### src/rtl/dragon_head_if.sv
// dragon_head_if: frame sync, chase target and hit inputs plus head/counter outputs of dragon_head_ctrl
interface dragon_head_if;
    logic       vsync;
    logic       enable;
    logic [7:0] target_pos;
    logic       hit;
    logic [9:0] Dragon_Head;
    logic [5:0] movementCounter;
    logic       step_pulse;
    logic [1:0] state_out;
    modport master (
        output vsync, enable, target_pos, hit,
        input  Dragon_Head, movementCounter, step_pulse, state_out
    );
    modport slave (
        input  vsync, enable, target_pos, hit,
        output Dragon_Head, movementCounter, step_pulse, state_out
    );
endinterface

### src/rtl/dragon_head_ctrl.sv
// dragon_head_ctrl: steps the dragon head one tile per move period toward (or away from) a target
module dragon_head_ctrl #(
    parameter int GRID_W        = 16,
    parameter int GRID_H        = 12,
    parameter int MOVE_PERIOD   = 10,
    parameter int RETREAT_STEPS = 4,
    parameter int START_X       = 2,
    parameter int START_Y       = 2
) (
    input  logic         clk,
    input  logic         reset,
    dragon_head_if.slave bus
);
    typedef enum logic [1:0] {IDLE = 2'b00, CHASE = 2'b01, HOLD = 2'b10, RETREAT = 2'b11} state_t;
    localparam logic [1:0] UP = 2'd0, RIGHT = 2'd1, DOWN = 2'd2, LEFT = 2'd3;
    localparam logic [3:0] XMAX = 4'(GRID_W - 1);
    localparam logic [3:0] YMAX = 4'(GRID_H - 1);
    localparam logic [5:0] PERIOD = 6'(MOVE_PERIOD);
    localparam logic [7:0] RSTEPS = 8'(RETREAT_STEPS);

    state_t state_q, state_d, eff;
    logic [1:0] orient_q, orient_d;
    logic [3:0] x_q, x_d, y_q, y_d;
    logic [5:0] cnt_q, cnt_d;
    logic [7:0] rcnt_q, rcnt_d, rcnt_eff;
    logic vsync_d_q, step_pulse_q;
    logic tick, step, retreat, at_target, x_primary, sec_ok, moved, hit_live;
    logic [3:0] tx, ty;
    logic signed [4:0] dx, dy;
    logic [4:0] adx, ady;
    logic [1:0] dir_x, dir_y, prim, sec, cw, ccw, mv;

    function automatic logic legal(input logic [1:0] d, input logic [1:0] o, input logic [3:0] x, input logic [3:0] y);
        return d != (o ^ 2'b10) &&
               (d == UP ? y != 4'd0 : d == RIGHT ? x != XMAX : d == DOWN ? y != YMAX : x != 4'd0);
    endfunction

    assign tick     = bus.vsync & ~vsync_d_q;
    assign step     = tick && bus.enable && state_q != IDLE && cnt_q == PERIOD;
    // a hit in the step cycle already switches this step to retreat rules
    assign hit_live = bus.hit && state_q != IDLE;
    assign eff      = hit_live ? RETREAT : state_q;
    assign rcnt_eff = hit_live ? RSTEPS : rcnt_q;
    assign retreat  = eff == RETREAT;

    assign tx        = bus.target_pos[7:4] > XMAX ? XMAX : bus.target_pos[7:4];
    assign ty        = bus.target_pos[3:0] > YMAX ? YMAX : bus.target_pos[3:0];
    assign at_target = x_q == tx && y_q == ty;
    assign dx        = $signed({1'b0, tx}) - $signed({1'b0, x_q});
    assign dy        = $signed({1'b0, ty}) - $signed({1'b0, y_q});
    assign adx       = dx[4] ? 5'(-dx) : 5'(dx);
    assign ady       = dy[4] ? 5'(-dy) : 5'(dy);
    assign x_primary = adx >= ady;
    assign dir_x     = ((dx > 5'sd0) ^ retreat) ? RIGHT : LEFT;
    assign dir_y     = ((dy > 5'sd0) ^ retreat) ? DOWN : UP;
    assign prim      = x_primary ? dir_x : dir_y;
    assign sec       = x_primary ? dir_y : dir_x;
    assign sec_ok    = retreat || (x_primary ? dy != 5'sd0 : dx != 5'sd0);
    assign cw        = orient_q + 2'd1;
    assign ccw       = orient_q - 2'd1;

    always_comb begin
        mv    = orient_q;
        moved = 1'b1;
        if (legal(prim, orient_q, x_q, y_q)) mv = prim;
        else if (sec_ok && legal(sec, orient_q, x_q, y_q)) mv = sec;
        else if (legal(cw, orient_q, x_q, y_q)) mv = cw;
        else if (legal(ccw, orient_q, x_q, y_q)) mv = ccw;
        else moved = 1'b0;
    end

    always_comb begin
        state_d  = eff;
        rcnt_d   = rcnt_eff;
        cnt_d    = cnt_q;
        x_d      = x_q;
        y_d      = y_q;
        orient_d = orient_q;
        if (state_q == IDLE) cnt_d = '0;
        else if (tick) cnt_d = cnt_q == PERIOD ? '0 : cnt_q + 6'd1;
        if (step) begin
            if (retreat) begin
                rcnt_d  = rcnt_eff - 8'd1;
                state_d = rcnt_eff <= 8'd1 ? CHASE : RETREAT;
            end else begin
                state_d = at_target ? HOLD : CHASE;
            end
            if ((retreat || !at_target) && moved) begin
                orient_d = mv;
                x_d      = mv == RIGHT ? x_q + 4'd1 : mv == LEFT ? x_q - 4'd1 : x_q;
                y_d      = mv == DOWN ? y_q + 4'd1 : mv == UP ? y_q - 4'd1 : y_q;
            end
        end
        if (state_q == IDLE) state_d = bus.enable ? CHASE : IDLE;
        if (!bus.enable) begin
            state_d = IDLE;
            cnt_d   = '0;
        end
    end

    always_ff @(posedge clk or posedge reset) begin
        if (reset) begin
            state_q      <= IDLE;
            orient_q     <= RIGHT;
            x_q          <= 4'(START_X);
            y_q          <= 4'(START_Y);
            cnt_q        <= '0;
            rcnt_q       <= '0;
            vsync_d_q    <= 1'b0;
            step_pulse_q <= 1'b0;
        end else begin
            state_q      <= state_d;
            orient_q     <= orient_d;
            x_q          <= x_d;
            y_q          <= y_d;
            cnt_q        <= cnt_d;
            rcnt_q       <= rcnt_d;
            vsync_d_q    <= bus.vsync;
            step_pulse_q <= step;
        end
    end

    assign bus.Dragon_Head     = {orient_q, x_q, y_q};
    assign bus.movementCounter = cnt_q;
    assign bus.step_pulse      = step_pulse_q;
    assign bus.state_out       = state_q;
endmodule

### src/flat_wrapper.sv
// flat-port wrapper written by rule: the top's interface ports become plain ports
module dragon_head_ctrl_flat 
#(
    parameter int GRID_W        = 16,
    parameter int GRID_H        = 12,
    parameter int MOVE_PERIOD   = 10,
    parameter int RETREAT_STEPS = 4,
    parameter int START_X       = 2,
    parameter int START_Y       = 2
)
  (clk, reset, bus_vsync, bus_enable, bus_target_pos, bus_hit, bus_Dragon_Head, bus_movementCounter, bus_step_pulse, bus_state_out);
  dragon_head_if bus_i ();
  input  logic clk;
  input  logic reset;
  input wire logic [$bits(bus_i.vsync)-1:0] bus_vsync;
  input wire logic [$bits(bus_i.enable)-1:0] bus_enable;
  input wire logic [$bits(bus_i.target_pos)-1:0] bus_target_pos;
  input wire logic [$bits(bus_i.hit)-1:0] bus_hit;
  output wire logic [$bits(bus_i.Dragon_Head)-1:0] bus_Dragon_Head;
  output wire logic [$bits(bus_i.movementCounter)-1:0] bus_movementCounter;
  output wire logic [$bits(bus_i.step_pulse)-1:0] bus_step_pulse;
  output wire logic [$bits(bus_i.state_out)-1:0] bus_state_out;
  assign bus_i.vsync = bus_vsync;
  assign bus_i.enable = bus_enable;
  assign bus_i.target_pos = bus_target_pos;
  assign bus_i.hit = bus_hit;
  assign bus_Dragon_Head = bus_i.Dragon_Head;
  assign bus_movementCounter = bus_i.movementCounter;
  assign bus_step_pulse = bus_i.step_pulse;
  assign bus_state_out = bus_i.state_out;
  dragon_head_ctrl #(.GRID_W(GRID_W), .GRID_H(GRID_H), .MOVE_PERIOD(MOVE_PERIOD), .RETREAT_STEPS(RETREAT_STEPS), .START_X(START_X), .START_Y(START_Y)) u_core (.clk(clk), .reset(reset), .bus(bus_i));
endmodule
### config.mk
export PLATFORM = sky130hd
export DESIGN_NAME = dragon_head_ctrl_flat
export DESIGN_NICKNAME = d
export VERILOG_FILES = /design/src/rtl/dragon_head_if.sv /design/src/rtl/dragon_head_ctrl.sv /design/src/flat_wrapper.sv
export SDC_FILE = /design/constraint.sdc
export NUM_CORES = 1
export LEC_CHECK = 0
export CORE_UTILIZATION = 30
export DETAILED_ROUTE_END_ITERATION = 7
export SETUP_SLACK_MARGIN = 0.4
export SYNTH_ARGS = -nofsm -noshare
export SYNTH_HDL_FRONTEND = slang
export SYNTH_SLANG_ARGS = --single-unit
### constraint.sdc
create_clock -name clk -period 4.4 [get_ports clk]
set_input_delay 0.66 -clock clk [delete_from_list [all_inputs] [get_ports clk]]
set_output_delay 0.66 -clock clk [all_outputs]
set_load 0.01 [all_outputs]
# == Word level (Yosys, flattened, before mapping) ==
# Cells that the tools add are included.
# op_classes
mux,47
eq_ne,22
bitwise,5
n_lt_le_gt_ge,6
reduce_logical,30
addsub,12
# ops
cell,n
$mux 2,15
$mux 4,6
$mux 6,4
$mux 8,3
$mux 1,17
$eq 2x2->1 const B,7
$logic_not 2->1,6
$logic_and 1x1->1,11
$eq 2x1->1 const B,5
$gt 5x1->1 const B,2
$mux 5,2
$neg 5->5,2
$reduce_bool 5->1,2
$sub 4x4->5,2
$add 4x1->4 const B,2
$eq 4x4->1,2
$gt 4x4->1 const B,2
$le 8x1->1 const B,1
$ne 2x2->1,4
$ne 4x4->1 const B,2
$reduce_bool 4->1,2
$sub 4x1->4 const B,2
$sub 8x1->8 const B,1
$add 6x1->6 const B,1
other kinds (13),19
# word_totals
output_inout_bits,19
word_cells,130
register_bits,28

# == Logic depth before layout (Yosys ltp) ==
# logic_depth
word_depth,18
ltp_mapped,22
mapped_depth_nobuf,22

# == Worst setup path before layout ==
# Ideal clock, no wire load.
# synth_path
path_kind,input-to-reg
from,input bus_target_pos[2]
to,register u_core.y_q[3]
setup_ns,0.080
n_path_buf,0
stages,22
arrival_ns,4.983
setup_slack_ns,-0.663
path_cell_list,a21oi_1 ha_1 fa_1 nand2b_1 a21oi_1 nor2_1 xor2_1 ha_1 o21ai_0 o21a_1 nor2_1 o211ai_1 a211o_4 o21ai_0 o21ai_0 nand2b_1 ha_1 a21o_1 a21oi_1 o211ai_1 mux2i_1 xnor2_1
# synth_via
elab_chain_len,18
# synth_lines
item,line,source
start: declaration,flat_wrapper.sv:17,input wire logic [$bits(bus_i.target_pos)-1:0] bus_target_pos;
$gt 4x4->1,dragon_head_ctrl.sv:47,assign ty = bus.target_pos[3:0] > YMAX ? YMAX : bus.target_pos[3:0];
$mux 4 (*),dragon_head_ctrl.sv:47,
$sub 4x4->5,dragon_head_ctrl.sv:50,"assign dy = $signed({1'b0, ty}) - $signed({1'b0, y_q});"
$neg 5->5 or $gt 5x1->1 (tied branches),"dragon_head_ctrl.sv:52, dragon_head_ctrl.sv:55",
$mux 5 or $xor 1x1->1 (tied branches),"dragon_head_ctrl.sv:52, dragon_head_ctrl.sv:55",
$ge 5x5->1 or $mux 2 (tied branches),"dragon_head_ctrl.sv:53, dragon_head_ctrl.sv:55",
$mux 2,dragon_head_ctrl.sv:57,assign sec = x_primary ? dir_y : dir_x;
$eq 2x2->1,dragon_head_ctrl.sv:35,(d == UP ? y != 4'd0 : d == RIGHT ? x != XMAX : d == DOWN ? y != YMAX : x != 4'd0);
$mux 1 (3 in series),dragon_head_ctrl.sv:35,
$logic_and 1x1->1,dragon_head_ctrl.sv:34,return d != (o ^ 2'b10) &&
$logic_and 1x1->1,dragon_head_ctrl.sv:66,"else if (sec_ok && legal(sec, orient_q, x_q, y_q)) mv = sec;"
$mux 2,dragon_head_ctrl.sv:66,
$mux 2,dragon_head_ctrl.sv:65,"if (legal(prim, orient_q, x_q, y_q)) mv = prim;"
$eq 2x2->1 or $logic_not 2->1 (tied branches),dragon_head_ctrl.sv:91,y_d = mv == DOWN ? y_q + 4'd1 : mv == UP ? y_q - 4'd1 : y_q;
$reduce_bool 2->1 (no source line),n/a,
$reduce_and 3->1 (no source line),n/a,
end signal: assignment,dragon_head_ctrl.sv:106,y_q <= 4'(START_Y);
end signal: assignment,dragon_head_ctrl.sv:115,y_q <= y_d;
end: declaration,dragon_head_ctrl.sv:23,"logic [3:0] x_q, x_d, y_q, y_d;"
# Mark *: on every way between the ends. The rest lies on a longest branch, timed or not.
# A chain may end at the register's enable or synchronous reset.

# == Worst setup path after layout ==
# Same ends and word-level chain as after synthesis.

==> impl_results.md <==
- Row count: 35
- Initial antenna violation count: 0
- Syn Area/Cell: 8.338 um^2
- Fillers: 874
- Synth top area share: 21.94%
- Cells after synthesis: 342
- Final hold slack: 0.5532 ns
- Req. time, crit path: 4.57 ns
- Clock Pin Slew Worst Setup and Hold Paths: 0.10 ns
- Flops & latches, synth: 28
- RSZ-0062 raised after global routing: true
- LEAKAGE: 1.929 nW
- Vias in the first global route: 2,838
- CTS tree: done
- Power after layout: 1.096 mW
- Pwr Density: 242.5 mW/mm^2
- Finished Core Util: 48.90%
- TNS Setup: -1.258 ns
- DR WL/cell: 14.01 um
- Die area: 0.009899 mm^2
- Worst Setup SP: bus_target_pos[2]
- Post-synth EDFFs: 0
- I/O pins: 32
- Clk sinks: 28
- Syn nets: 387
- Failing checks: setup timing
- Worst Tran Pin Value: 1.052 ns
- Die Span Y: 99.50 um
- Critical path endpoint category: flip-flop
- Max VDD drop: 0.1389 mV
- Die Wd: 99.50 um
- Vias: 2,979
- WS Path Type: in2reg
- Worst flop-to-flop path startpoint: u_core.x_q[0]
- Fraction of registers with async set/reset: 100.0%
- Remaining DRCs: 0
- Root Buffer: clkbuf_8
- Routed Antenna Nets: 0
- Synth Flop Type: dfrtp_1
- Status: finished with violations
- Area occupied by multi-input gates: 0.002475 mm^2
- WP data arrival: 4.90 ns
- Synth warnings: 0
- Pre-CTS WS: -1.026 ns
- N_diodes: 0
- Hpwl dp: 6295 um
- Total Routed Length: 8364 um
- Synth cell types: 55
- Fraction of final layout cells sized beyond drive strength 1: 37.61%
- Congestion Overflow GR: 0
- Final Cycle Share: 107.4%
- Core area: 0.009240 mm^2
- R2R setup slack: -0.27 ns
- # port buffers: 31
- Startpoint types: primary input
- Global-route wire length before repair: 13,220 um
- GR Util All Layers: 16.52%
- Slew HR: 29.77%
- Clk buf depth: 2
- Pin count of the biggest net entering global routing: 29
- Synth area leader: dfrtp_1
- GP Congestion: 0.8824
- Setup slack after layout: -0.3255 ns
- Tmin final: 4.725 ns
- Htree depth: 1
- Final Hold Fails: 0
- Fin. max-slew vios: 0
- Max-cap violations: 0
- Nets: 514
- Worst setup endpoint: u_core.y_q[3]
- Setup skew after layout: 0.007765 ns
- Share of the yosys chip area belonging to registers: 24.70%
- CTS buffer count: 3
- Initial Utilization: 30.86%
- Final setup violation count: 6
- Post-synthesis cell area: 0.002851 mm^2
- DR pass1 iterations: 4
- P&R area growth vs syn: 58.45%
- Largest cells by area after synthesis: dfrtp_1 (22%), ha_1 (12%), o21ai_0 (5.1%)
- Crit path max fanout: 4
- Fmax: 0.2116 GHz
- Register area: 704.4 um^2
- Reg2Reg Depth: 22
- Drt initial violations: 122
- HP Class: reg2reg
- FF-to-FF End: u_core.y_q[3]
- Avg Vias per Cell: 4.990
- Worst skew pair latency: 0.28 ns
==> metrics by stage <==
step / area, um^2 / instances
floorplan: 3004 / 342
global placement: 4043 / 576
detailed placement: 4043 / 576
CTS: 4274 / 588
global route: 4518 / 597
finish: 4518 / 597
==> cells by family after synthesis <==
kind of cell	count (synthesis)	share of synthesized area (%)
DFF	28	24.70
muxes	13	4.827
xor gates and xnor gates	21	6.714
and+or+nand+nor	122	21.50
adders and majority gates	32	15.09
buffers and inverters	24	3.159
AOI/OAI and AO/OA	102	24.00
==> registers in the layout (all words and copies together) (netlist names) <==
signal                      count
u_core.bus.movementCounter      6
u_core.bus.state_out            2
u_core.bus.step_pulse           1
u_core.orient_q                 2
u_core.rcnt_q                   8
u_core.vsync_d_q                1
u_core.x_q                      4
u_core.y_q                      4
==> layout by cell type, fill, tap and decap left out, types with 4 or more instances in the layout <==
cell	n
buf_4	88
nand2_1	30
dfrtp_1	25
o21ai_0	24
nor2_1	23
clkdlybuf4s50_1	23
inv_1	18
ha_1	18
xnor2_1	13
nand3_1	10
a21oi_1	10
nor3_1	10
a21o_1	9
ha_4	9
buf_6	9
mux2i_1	7
o211ai_1	6
xor2_1	6
a211oi_2	5
nor2_4	5
nand2b_1	4
a21oi_4	4
nor2b_1	4
nand2b_4	4
a211oi_1	4
and2_1	4
nor4_1	4
or4_1	4
o21ai_2	4
fa_2	4
clkbuf_8	4
==> worst max-delay path: stages <==
cell	delay, ns
buf_8	0.10
a21oi_4	0.16
ha_4	0.16
fa_2	0.47
ha_4	0.29
o21ai_2	0.05
ha_1	0.29
a211oi_2	0.31
buf_4	0.18
o21bai_4	0.08
a2111oi_2	0.30
mux2_4	0.24
a211oi_4	0.05
a211o_1	0.32
nand4b_4	0.12
nand2b_4	0.07
ha_1	0.28
a21o_1	0.21
a21o_1	0.20
o211ai_1	0.09
mux2i_1	0.12
xnor2_1	0.13
==> where the power goes <==
group,internal (mW),switching [mW]
combinational,0.358,0.315
clock,0.0802,0.0801
sequential,0.260,0.00305
==> what timing repair did <==
item | 4_1_cts | 5_1_grt
endpoints found under the hold margin | 0 | 0
buffers inserted | 8 | 9
gates cloned | 0 | 0
resized for setup | 50 | 37
hold buffers | 0 | 0
pin swaps | 30 | 31
setup endpoints to repair | 10 | 9
==> cells in the mapped netlist, types with 2 or more instances <==
cell type / n
o21ai_0: 29
nor3_1: 11
nand2_1: 33
xnor2_1: 13
fa_1: 4
or4_1: 4
nand3_1: 10
a21o_1: 9
mux2i_1: 7
ha_1: 28
mux2_2: 5
xor2_1: 7
a21oi_1: 17
a211o_1: 2
o21ai_2: 2
a211oi_1: 9
nor2b_1: 4
inv_1: 21
nor4_1: 5
o21a_1: 3
o221ai_1: 3
clkbuf_1: 3
nor2_1: 30
and2_1: 4
o31ai_1: 3
dfrtp_1: 25
nand2b_1: 8
a31oi_1: 4
dfstp_2: 3
nand4b_1: 3
nand4_1: 3
nor3b_1: 2
o211ai_1: 6
==> cell type report <==
class	count	share of cell area [%]
Multi-Input combinational cell	290	54.78
Timing Repair Buffer	125	23.10
Sequential cell	28	15.59
Tap cell	129	3.572
Inverter	21	1.745
Clock buffer	4	1.218
==> routing by layer <==
metal,track usage [%],up-vias,part of all wire [%]
met1,22.59,1404,48
met3,1.827,8,1.9
met5,0,-,0
met4,2.262,0,0.88
li1,-,1514,-
met2,28.69,53,49
==> worst min path at each step <==
stage,start,to,slack [ns],cells past startpoint
after floorplan,u_core.rcnt_q[4],u_core.rcnt_q[4],0.50,2
after global placement,u_core.rcnt_q[4],u_core.rcnt_q[4],0.53,2
after detailed placement,u_core.rcnt_q[4],u_core.rcnt_q[4],0.54,2
after CTS,u_core.rcnt_q[4],u_core.rcnt_q[4],0.56,2
after global routing,u_core.rcnt_q[4],u_core.rcnt_q[4],0.60,2
final,u_core.bus.movementCounter[3],u_core.bus.movementCounter[3],0.55,1
Note: power is estimated with default switching activity, not from simulation.
